===== config.mk =====
export PLATFORM = sky130hd
export DESIGN_NAME = mmul_c_writeback_ctrl
export DESIGN_NICKNAME = d
export VERILOG_FILES = /design/src/rtl/mmul_c_writeback_ctrl.sv
export SDC_FILE = /design/constraint.sdc
export NUM_CORES = 1
export LEC_CHECK = 0
export ABC_AREA = 1
export CORE_UTILIZATION = 42
export CTS_CLUSTER_DIAMETER = 80
export DETAILED_ROUTE_END_ITERATION = 8
export PLACE_DENSITY = 0.9
export REMOVE_ABC_BUFFERS = 1
export SYNTH_ARGS = -nofsm -noshare
export SYNTH_HDL_FRONTEND = slang
export SYNTH_SLANG_ARGS = --single-unit
export TNS_END_PERCENT = 10

===== constraint.sdc =====
create_clock -name clk -period 3.4 [get_ports clk]
set_input_delay 0.34 -clock clk [delete_from_list [all_inputs] [get_ports clk]]
set_output_delay 0.34 -clock clk [all_outputs]
set_load 0.005 [all_outputs]

===== src/rtl/mmul_c_writeback_ctrl.sv =====
// Drains the PE output buffer into the C BRAM and shares that BRAM port with host reads.
// Define MMUL_C_HOST_RD_EN to enable host read arbitration; otherwise the host port is inert.
module mmul_c_writeback_ctrl #(
    parameter int M        = 3,
    parameter int N        = 3,
    parameter int WB_BURST = 4,
    localparam int ADDR_WIDTH_C = (M * N > 1) ? $clog2(M * N) : 1
) (
    input  logic                    clk,
    input  logic                    rst,
    input  logic                    wb_start,
    output logic                    pe_output_capture_en,
    output logic                    pe_output_buffer_reset,
    output logic [ADDR_WIDTH_C-1:0] pe_write_idx,
    output logic                    en_c_bram,
    output logic                    we_c_bram,
    output logic [ADDR_WIDTH_C-1:0] addr_c_bram,
    input  logic                    host_rd_req,
    input  logic [ADDR_WIDTH_C-1:0] host_rd_addr,
    output logic                    host_rd_gnt,
    output logic                    host_rd_valid,
    output logic                    wb_busy,
    output logic                    wb_done
);

    typedef enum logic [2:0] {
        IDLE,
        CAPTURE,
        WRITE,
        YIELD,
        DONE
    } state_t;

    localparam logic [ADDR_WIDTH_C-1:0] LAST_IDX = ADDR_WIDTH_C'(M * N - 1);

    state_t                  state;
    logic [ADDR_WIDTH_C-1:0] idx;
    logic                    capture_q;
    logic                    write_q;
    logic                    done_q;
    logic                    busy_q;

`ifdef MMUL_C_HOST_RD_EN
    localparam int BURST_W = (WB_BURST > 1) ? $clog2(WB_BURST) : 1;
    localparam logic [BURST_W-1:0] BURST_MAX = BURST_W'(WB_BURST - 1);

    logic [BURST_W-1:0] burst_cnt;
    logic               host_slot;

    // The host owns the port in every state except an active write cycle.
    assign host_slot   = (state == IDLE) || (state == CAPTURE) ||
                         (state == YIELD) || (state == DONE);
    assign host_rd_gnt = host_rd_req && host_slot;

    always_ff @(posedge clk) begin
        if (rst) begin
            burst_cnt     <= '0;
            host_rd_valid <= 1'b0;
        end else begin
            host_rd_valid <= host_rd_gnt;
            if (state == WRITE) begin
                burst_cnt <= (burst_cnt == BURST_MAX) ? burst_cnt : burst_cnt + BURST_W'(1);
            end else if (state == IDLE || state == YIELD) begin
                burst_cnt <= '0;
            end
        end
    end
`else
    logic unused_host;

    assign unused_host   = ^{host_rd_req, host_rd_addr};
    assign host_rd_gnt   = 1'b0;
    assign host_rd_valid = 1'b0;
`endif

    // Outputs are registered alongside the state so they line up with the state they describe.
    always_ff @(posedge clk) begin
        if (rst) begin
            state     <= IDLE;
            idx       <= '0;
            capture_q <= 1'b0;
            write_q   <= 1'b0;
            done_q    <= 1'b0;
            busy_q    <= 1'b0;
        end else begin
            capture_q <= 1'b0;
            done_q    <= 1'b0;
            case (state)
                IDLE: begin
                    idx <= '0;
                    if (wb_start) begin
                        state     <= CAPTURE;
                        capture_q <= 1'b1;
                        busy_q    <= 1'b1;
                    end
                end
                CAPTURE: begin
                    state   <= WRITE;
                    write_q <= 1'b1;
                end
                WRITE: begin
                    if (idx == LAST_IDX) begin
                        state   <= DONE;
                        idx     <= '0;
                        write_q <= 1'b0;
                        busy_q  <= 1'b0;
                        done_q  <= 1'b1;
                    end else begin
                        idx <= idx + ADDR_WIDTH_C'(1);
`ifdef MMUL_C_HOST_RD_EN
                        if (burst_cnt == BURST_MAX && host_rd_req) begin
                            state   <= YIELD;
                            write_q <= 1'b0;
                        end
`endif
                    end
                end
                YIELD: begin
                    state   <= WRITE;
                    write_q <= 1'b1;
                end
                DONE: begin
                    state <= IDLE;
                end
                default: begin
                    state   <= IDLE;
                    idx     <= '0;
                    write_q <= 1'b0;
                    busy_q  <= 1'b0;
                end
            endcase
        end
    end

    assign pe_output_capture_en   = capture_q;
    assign pe_output_buffer_reset = done_q;
    assign wb_done                = done_q;
    assign wb_busy                = busy_q;
    assign pe_write_idx           = idx;
    assign we_c_bram              = write_q;
    assign en_c_bram              = write_q | host_rd_gnt;
    assign addr_c_bram            = host_rd_gnt ? host_rd_addr : idx;

endmodule


==> flow_metrics.py, run 1 <==
metrics = {
    "clock_tree": {
        "cts_tree": "built",
        "cts_max_path_buffers": 2,
        "insertion_delay_ns": 0.27,
        "clk_pin_slew_ns": 0.07,
        "cts_sinks": 11,
        "cts-root-buf": "clkbuf_4",
        "ctsResizeCount": 0,
        "cts_setup_buffers": 0,
        "cts-buffers-inserted": 3,
        "htreeDepth": 1,
        "hold_buffers": 0,
    },
    "sta": {
        "fmax_mhz": 637,
        "min_period_ns": 1.57,
        "rsz0062_at_grt": "false",
        "timing.final.max_slew_violations": 0,
        "whs_ns": 0.520,
        "skew_ns": 0.00253,
        "worst_slack_ns": 1.83,
        "setup_viol": 0,
        "fin_crit_sh_pct": 46.2,
        "finalHoldViolCount": 0,
        "fin_tns_setup_ns": 0,
    },
    "drt": {
        "drtAntennaViolNets": 0,
        "post-route-drc-count": 0,
        "drt-total-wl_um": 981,
        "wire_per_inst_um": 9.81,
        "firstDrtPassIters": 4,
        "drtIter0Drc": 15,
        "via_per_inst": 4.86,
        "num_vias": 486,
    },
    "hold_path": {
        "whs_path_depth": 4,
        "hold_path_class": "reg -> reg",
    },
    "critical_path": {
        "worstPathRequired_ns": 3.06,
        "worstPathMaxFanout": 6,
        "crit_chain": "clkdlybuf4s50_1",
        "cp-end-kind": "primary output",
        "worstRegToRegCells": 9,
        "cp.depth": 1,
        "crit_family": "buffers and inverters",
        "crit_type": "reg -> out",
        "cpPeakStageDelay_ns": 0.53,
        "cp_num_buf_inv": 1,
        "cpMaxStageDelayCell": "clkdlybuf4s50_1",
        "cp-start-kind": "register",
        "cp.arrival_ns": 1.23,
    },
    "yosys": {
        "synth_adder_area_share_pct": 4.58,
        "synth_top_family_by_area": "simple AND/OR/NAND/NOR gates",
        "synth_area_per_cell_um2": 7.49,
        "yosys.area_share.simple_pct": 28.8,
        "yosysWarnings": 0,
        "syn_inst": 73,
        "synth_seq_cells": 11,
        "syn_area_um2": 547,
        "synthMuxAreaShare_pct": 0,
        "synth_compound_area_share_pct": 7.55,
        "ys_types": 17,
        "ys_seq_area_share_pct": 40.3,
        "synth_xor_area_share_pct": 1.60,
    },
    "cells_and_area": {
        "final_area_um2": 694,
        "nets": 97,
        "area_delta_synth_final_pct": 27.0,
        "nFillCells": 107,
        "antenna_cells": 0,
        "drive_gt1_share_pct": 12.8,
    },
    "floorplan": {
        "die_area_um2": 1450,
        "die_x_um": 38.1,
        "top_level_ports": 24,
        "fp-row-count": 12,
        "start_util_pct": 47.3,
        "die_h_um": 38.1,
        "coreArea_um2": 1160,
    },
    "global_route": {
        "grt_pass1_wl_um": 1530,
        "grt_pass1_vias": 377,
        "antenna_found_initial": 0,
        "grtUsageTotal_pct": 15.5,
        "grt_max_degree": 8,
        "grt-ovfl-total": 0,
    },
    "placed_design": {
        "portBuffers": 16,
        "placed_cell_area_um2": 668,
        "place_congestion": 0.863,
        "post-place-ws_ns": 1.99,
        "dp_hpwl_um": 729,
    },
    "pwr": {
        "p_leak_nw": 0.312,
        "peakVddDrop_v": 0.000213,
        "powerDensity_nw_per_um2": 388,
    },
    "outcome": {
        "status": "finished, final reports clean",
    },
    "run": {
        "drv_cap": 0,
    },
}
-- final cells by class --
type	instances	area, um2	share of cell area, %
Timing Repair Buffer	16	160	23.1
Inverter	8	30.0	4.32
Multi-Input combinational cell	47	240	34.6
Sequential cell	11	220	31.7
Clock buffer	4	26.3	3.78
Tap cell	14	17.5	2.52
-- state kept, by name (all words and copies together), names as in the netlist --
| register | count |
|---|---|
| addr_c_bram | 4 |
| wb_busy | 1 |
| pe_output_capture_en | 1 |
| en_c_bram | 1 |
| state | 3 |
| pe_output_buffer_reset | 1 |
-- metal layers --
| layer | global-route usage (%) | routed length [um] | vias to the layer above |
|---|---|---|---|
| met5 | 0 | 0 | - |
| met2 | 23.7 | 447 | 21 |
| met3 | 5.23 | 50 | 2 |
| li1 | - | - | 246 |
| met4 | 8.04 | 9 | 0 |
| met1 | 19.1 | 474 | 217 |
-- stage by stage --
step / power (mW) / utilization [%] / cells
after floorplan: 0.162 / - / 66
after global placement: 0.180 / 57.8 / 96
after detailed placement: 0.182 / 57.8 / 96
after CTS: 0.270 / 60.1 / 100
after global routing: 0.282 / 60.1 / 100
final: 0.270 / 60.1 / 100
-- cells in the final DEF (no fill, tap or decap) --
cell type and instances:
nand3b_1 1, dfxtp_1 11, clkbuf_1 1, ha_1 2, clkbuf_4 3, nand2_2 4
conb_1 2, nor2_1 5, nand3_1 4, inv_1 6, clkdlybuf4s50_1 16, o21ai_0 1
nand2_1 18, nor2_2 1, inv_2 2, xor2_1 1, nor4_1 2, a21oi_1 5
o21bai_2 1
-- worst paths after layout --
check                                       to  slack (ns)           start
worst max-delay path            addr_c_bram[2]        1.83  addr_c_bram[2]
worst min-delay path                   wb_busy        0.52         wb_busy
worst max register to register         wb_busy        2.13  addr_c_bram[0]
worst min register to register         wb_busy        0.52         wb_busy
-- cells in the mapped netlist, drive strengths merged --
cell,count,share of area [%]
nand2,22,17
dfxtp,11,40
buf,8,11
inv,8,5.5
nor2,6,4.6
a21oi,5,4.6
nand3,4,3.7
ha,2,4.6
nor4,2,2.3
conb,1,0.69
nand3b,1,1.4
o21ai,1,0.91
o21bai,1,2.1
xor2,1,1.6
-- cell families (layout without fill, tap and decap cells) --
logic type,after synthesis,after routing
adder cells (fa/ha/maj),2,2
XOR/XNOR,1,1
other,1,2
AND/OR/NAND/NOR,35,35
flip-flops,11,11
AO/OA/AOI/OAI,7,7
buffers and inverters,16,28
-- where the power goes --
part	total [mW]	internal, mW	switching [mW]
Clock	0.0905	0.0455	0.0450
Combinational	0.0394	0.0200	0.0194
Sequential	0.140	0.135	0.00486
Total	0.270	0.200	0.0693
Power figures use the tool's default switching activity.
==> run 2, diff against run 1 <==
Settings changed: CORE_UTILIZATION 42 to 35, PLACE_DENSITY 0.9 to 0.81.
Clock period 3.4 ns to 1.3 ns, I/O delays scaled along.
==> run 2 against run 1 <==
Total power increased to 2.6 times the previous value; first-iteration DRC count decreased by 67%; global-route usage decreased by 3.1 points; combinational power increased to 2.7 times the previous value; design area increased by 7.0%; sequential power increased to 2.6 times the previous value; die area increased by 19%; clock skew increased by 0.0034 ns; largest power group unchanged.
==> flow_metrics.py, run 2 (same netlist as run 1, synthesis figures left out) <==
metrics = {
    "critical_path": {
        "worstPathMaxFanout": 3,
        "r2r_start": "addr_c_bram[1]",
        "endpoint": "we_c_bram",
        "r2r_slack_ns": 0.14,
        "reg2reg_to": "addr_c_bram[2]",
        "cp-start-kind": "register",
        "cpPeakStageDelay_ns": 0.50,
        "cp-end-kind": "primary output",
        "cp.depth": 1,
        "cp_num_buf_inv": 1,
        "crit_type": "reg -> out",
        "cp.arrival_ns": 1.12,
        "crit_chain": "clkdlybuf4s50_1",
        "crit_family": "buffers and inverters",
        "worstPathRequired_ns": 1.17,
        "worstRegToRegCells": 6,
        "critPathLaunch": "en_c_bram",
        "cpMaxStageDelayCell": "clkdlybuf4s50_1",
    },
    "clock_tree": {
        "ctsResizeCount": 6,
        "cts-root-buf": "clkbuf_4",
        "clk_pin_slew_ns": 0.07,
        "cts_tree": "built",
        "cts_sinks": 11,
        "cts_setup_buffers": 0,
        "cts_max_path_buffers": 2,
        "insertion_delay_ns": 0.27,
        "hold_buffers": 0,
        "cts-buffers-inserted": 3,
        "htreeDepth": 1,
    },
    "placed_design": {
        "post-place-ws_ns": 0.103,
        "portBuffers": 16,
        "place_congestion": 0.743,
        "dp_hpwl_um": 735,
    },
    "cells_and_area": {
        "regArea_um2": 231,
        "area_delta_synth_final_pct": 35.9,
        "largest_reg_flops": 4,
        "antenna_cells": 0,
        "nFillCells": 128,
        "drive_gt1_share_pct": 22.5,
        "layout_common_cells": "nand2_1, clkdlybuf4s50_1, inv_1, dlymetal6s2s_1, dfxtp_1",
        "multi_input_area_um2": 240,
        "nets": 100,
        "final_common_cell": "nand2_1",
    },
    "drt": {
        "via_per_inst": 4.72,
        "drt-total-wl_um": 1030,
        "wire_per_inst_um": 9.94,
        "drtAntennaViolNets": 0,
        "firstDrtPassIters": 4,
        "post-route-drc-count": 0,
        "drtIter0Drc": 5,
        "num_vias": 491,
    },
    "sta": {
        "setup_viol": 0,
        "min_period_ns": 1.25,
        "fin_tns_setup_ns": 0,
        "whs_ns": 0.468,
        "timing.final.max_slew_violations": 0,
        "finalHoldViolCount": 0,
        "rsz0062_at_grt": "false",
        "worst_slack_ns": 0.0517,
        "fmax_mhz": 801,
        "fin_crit_sh_pct": 96.0,
        "skew_ns": 0.00593,
    },
    "pwr": {
        "p_leak_nw": 0.453,
        "peakVddDrop_v": 0.000712,
        "powerDensity_nw_per_um2": 942,
    },
    "global_route": {
        "antenna_found_initial": 0,
        "grt_pass1_vias": 408,
        "grtUsageTotal_pct": 12.4,
        "grt_pass1_wl_um": 1600,
        "grt_max_degree": 8,
        "grt-ovfl-total": 0,
    },
    "floorplan": {
        "start_util_pct": 39.5,
        "top_level_ports": 24,
        "die_area_um2": 1720,
        "die_x_um": 41.5,
        "fp-row-count": 13,
        "die_h_um": 41.5,
        "coreArea_um2": 1380,
    },
    "hold_path": {
        "whs_path_depth": 3,
        "hold_path_class": "in -> reg",
    },
    "outcome": {
        "status": "finished, final reports clean",
    },
    "run": {
        "drv_cap": 0,
    },
}
==> run 2: worst min-delay path by stage <==
stage	slack [ns]	endpoint	start
floorplan	0.20	addr_c_bram[1]	rst
global placement	0.49	state[2]	state[1]
detailed placement	0.50	pe_output_buffer_reset	state[1]
CTS	0.46	state[0]	wb_start
global route	0.49	state[0]	wb_start
finish	0.47	state[0]	wb_start
==> run 2: cell type report <==
type                            instances  share of cell area, %
Sequential cell                        11                   31.1
Clock inverter                          1                  0.673
Tap cell                               15                   2.53
Timing Repair Buffer                   19                   26.3
Clock buffer                            3                   3.03
Multi-Input combinational cell         47                   32.3
Inverter                                8                   4.04
==> run 2: worst register-to-register path: cells and delay by family, from the launching register on <==
family | cells | cell delay [ns]
AO/OA/AOI/OAI | 1 | 0.17
adder cells (fa/ha/maj) | 1 | 0.16
buffers and inverters | 2 | 0.18
flip-flops | 1 | 0.37
AND/OR/NAND/NOR | 2 | 0.20
==> run 2: through the flow <==
step / util [%] / std cells / instance area (um2) / power, mW
floorplan: - / 66 / 490 / 0.424
global placement: 50.0 / 100 / 692 / 0.478
detailed placement: 50.0 / 100 / 692 / 0.481
CTS: 52.2 / 104 / 722 / 0.715
global route: 53.8 / 104 / 743 / 0.746
finish: 53.8 / 104 / 743 / 0.700
==> run 2: layer usage <==
layer | global-route usage [%] | share of wire, % | wire length (um)
met1 | 12.8 | 43 | 448
met2 | 20.6 | 50 | 514
met3 | 6.52 | 7.0 | 72
met4 | 5.81 | 0 | 0
met5 | 0 | 0 | 0
==> run 2: power breakdown <==
group / internal (mW) / switching [mW] / leakage (nW)
sequential: 0.350 / 0.0104 / 0.0927
combinational: 0.0538 / 0.0538 / 0.342
clock: 0.114 / 0.118 / 0.0177
total: 0.518 / 0.182 / 0.453
==> run 3, diff against run 2 <==
Settings changed: HOLD_SLACK_MARGIN set to 0.06, SKIP_CTS_REPAIR_TIMING set to 1.
==> run 3 against run 2 <==
Critical path depth unchanged; flip-flop and latch count did not move; design area up 1.0%; total power increased by 0.11%; register-to-register slack is essentially flat; critical endpoint unchanged.
==> flow_metrics.py, run 3 (same netlist as run 1, synthesis figures left out) <==
metrics = {
    "critical_path": {
        "cp.arrival_ns": 1.12,
        "crit_family": "buffers and inverters",
        "worstPathMaxFanout": 3,
        "crit_type": "reg -> out",
        "cp_num_buf_inv": 1,
        "cp-end-kind": "primary output",
        "worstRegToRegCells": 6,
        "crit_chain": "clkdlybuf4s50_1",
        "r2r_slack_ns": 0.15,
        "reg2reg_to": "addr_c_bram[2]",
        "cpMaxStageDelayCell": "clkdlybuf4s50_1",
        "worstPathRequired_ns": 1.17,
        "cpPeakStageDelay_ns": 0.50,
        "r2r_start": "addr_c_bram[1]",
        "cp-start-kind": "register",
    },
    "sta": {
        "setup_viol": 0,
        "fin_crit_sh_pct": 96.0,
        "finalHoldViolCount": 0,
        "fmax_mhz": 801,
        "min_period_ns": 1.25,
        "timing.final.max_slew_violations": 0,
        "skew_ns": 0.00680,
        "fin_tns_setup_ns": 0,
        "rsz0062_at_grt": "false",
    },
    "pwr": {
        "power.internal_uw": 519,
        "peakVddDrop_v": 0.000711,
        "sw_frac_of_total_pct": 25.9,
        "clkPwrFrac_pct": 33.0,
        "power_uw": 701,
        "pwr-share-comb_pct": 15.6,
        "powerDensity_nw_per_um2": 933,
        "p_switching_uw": 181,
        "seqPwrFrac_pct": 51.4,
        "p_leak_nw": 0.478,
    },
    "cells_and_area": {
        "drive_gt1_share_pct": 22.5,
        "layout_common_cells": "nand2_1, clkdlybuf4s50_1, dlymetal6s2s_1, inv_1, dfxtp_1",
        "largest_reg_flops": 4,
        "antenna_cells": 0,
        "nets": 100,
        "final_common_cell": "nand2_1",
        "fin_util_pct": 54.3,
        "final_area_um2": 751,
        "area_delta_synth_final_pct": 37.3,
    },
    "placed_design": {
        "placed_cell_area_um2": 692,
        "place_congestion": 0.743,
        "dp_hpwl_um": 735,
        "portBuffers": 16,
    },
    "drt": {
        "drt-total-wl_um": 1030,
        "post-route-drc-count": 0,
        "drtAntennaViolNets": 0,
        "num_vias": 489,
        "via_per_inst": 4.70,
        "drtIter0Drc": 5,
        "firstDrtPassIters": 4,
        "wire_per_inst_um": 9.88,
    },
    "clock_tree": {
        "cts_tree": "built",
        "cts-root-buf": "clkbuf_4",
        "insertion_delay_ns": 0.27,
        "htreeDepth": 1,
        "cts-buffers-inserted": 3,
        "cts_sinks": 11,
        "clk_pin_slew_ns": 0.07,
        "cts_max_path_buffers": 2,
    },
    "hold_path": {
        "hold_path_class": "in -> reg",
        "whs_path_depth": 3,
        "holdPathEnd": "state[0]",
        "min-delay-start": "wb_start",
    },
    "global_route": {
        "grt-ovfl-total": 0,
        "grt_pass1_wl_um": 1600,
        "antenna_found_initial": 0,
        "grtUsageTotal_pct": 12.4,
        "grt_max_degree": 8,
        "grt_pass1_vias": 408,
    },
    "floorplan": {
        "top_level_ports": 24,
        "die_x_um": 41.5,
        "fp-row-count": 13,
        "coreArea_um2": 1380,
        "start_util_pct": 39.5,
        "die_area_um2": 1720,
        "die_h_um": 41.5,
    },
    "outcome": {
        "status": "finished, final reports clean",
    },
    "run": {
        "drv_cap": 0,
    },
}
[run 3: changes by cell type in the layout (fill, tap and decap cells not counted)]
cell,before,now
dlygate4sd2_1,2,0
dlymetal6s2s_1,6,8
[run 3: layer usage]
metal | track usage [%] | part of all wire (%) | vias to the layer above
li1 | - | - | 255
met1 | 12.7 | 43 | 216
met2 | 20.6 | 50 | 18
met3 | 6.52 | 7.0 | 0
met4 | 5.81 | 0 | 0
met5 | 0 | 0 | -
[run 3: worst reg2reg max path: cells and delay by family (launching register included)]
family / cells / cell delay [ns]
AO/OA/AOI/OAI: 1 / 0.16
adder cells (fa/ha/maj): 1 / 0.16
buffers and inverters: 2 / 0.18
flip-flops: 1 / 0.37
AND/OR/NAND/NOR: 2 / 0.20
[run 3: area by class of cell]
class	instances	area (um2)
Tap cell	15	18.8
Inverter	8	30.0
Fill cell	132	632
Clock inverter	1	5.00
Sequential cell	11	231
Multi-Input combinational cell	47	240
Clock buffer	3	22.5
Timing Repair Buffer	19	203
[run 3: how the worst max path moves through the flow]
stage / from / to / slack [ns] / depth (start not counted)
finish: en_c_bram / we_c_bram / 0.05 / 1
global route: pe_output_buffer_reset / wb_done / 0.01 / 1
CTS: addr_c_bram[2] / pe_write_idx[2] / -0.07 / 1
detailed placement: addr_c_bram[1] / en_c_bram / 0.10 / 7
global placement: addr_c_bram[1] / wb_busy / 0.16 / 9
floorplan: addr_c_bram[0] / wb_busy / 0.12 / 9
[run 3: metrics by stage]
step	setup WS (ns)	instances	hold slack, ns
floorplan	0.116	66	0.199
global placement	0.158	100	0.489
detailed placement	0.103	100	0.499
CTS	-0.0732	104	0.465
global route	0.0103	104	0.491
finish	0.0517	104	0.468
[run 3: power by group through the flow]
stage | clock network [mW] | logic [mW] | registers (mW)
global placement | 0 | 0.108 | 0.370
CTS | 0.243 | 0.111 | 0.363
global route | 0.265 | 0.121 | 0.362
detailed placement | 0 | 0.110 | 0.371
floorplan | 0 | 0.0498 | 0.374
finish | 0.231 | 0.109 | 0.360
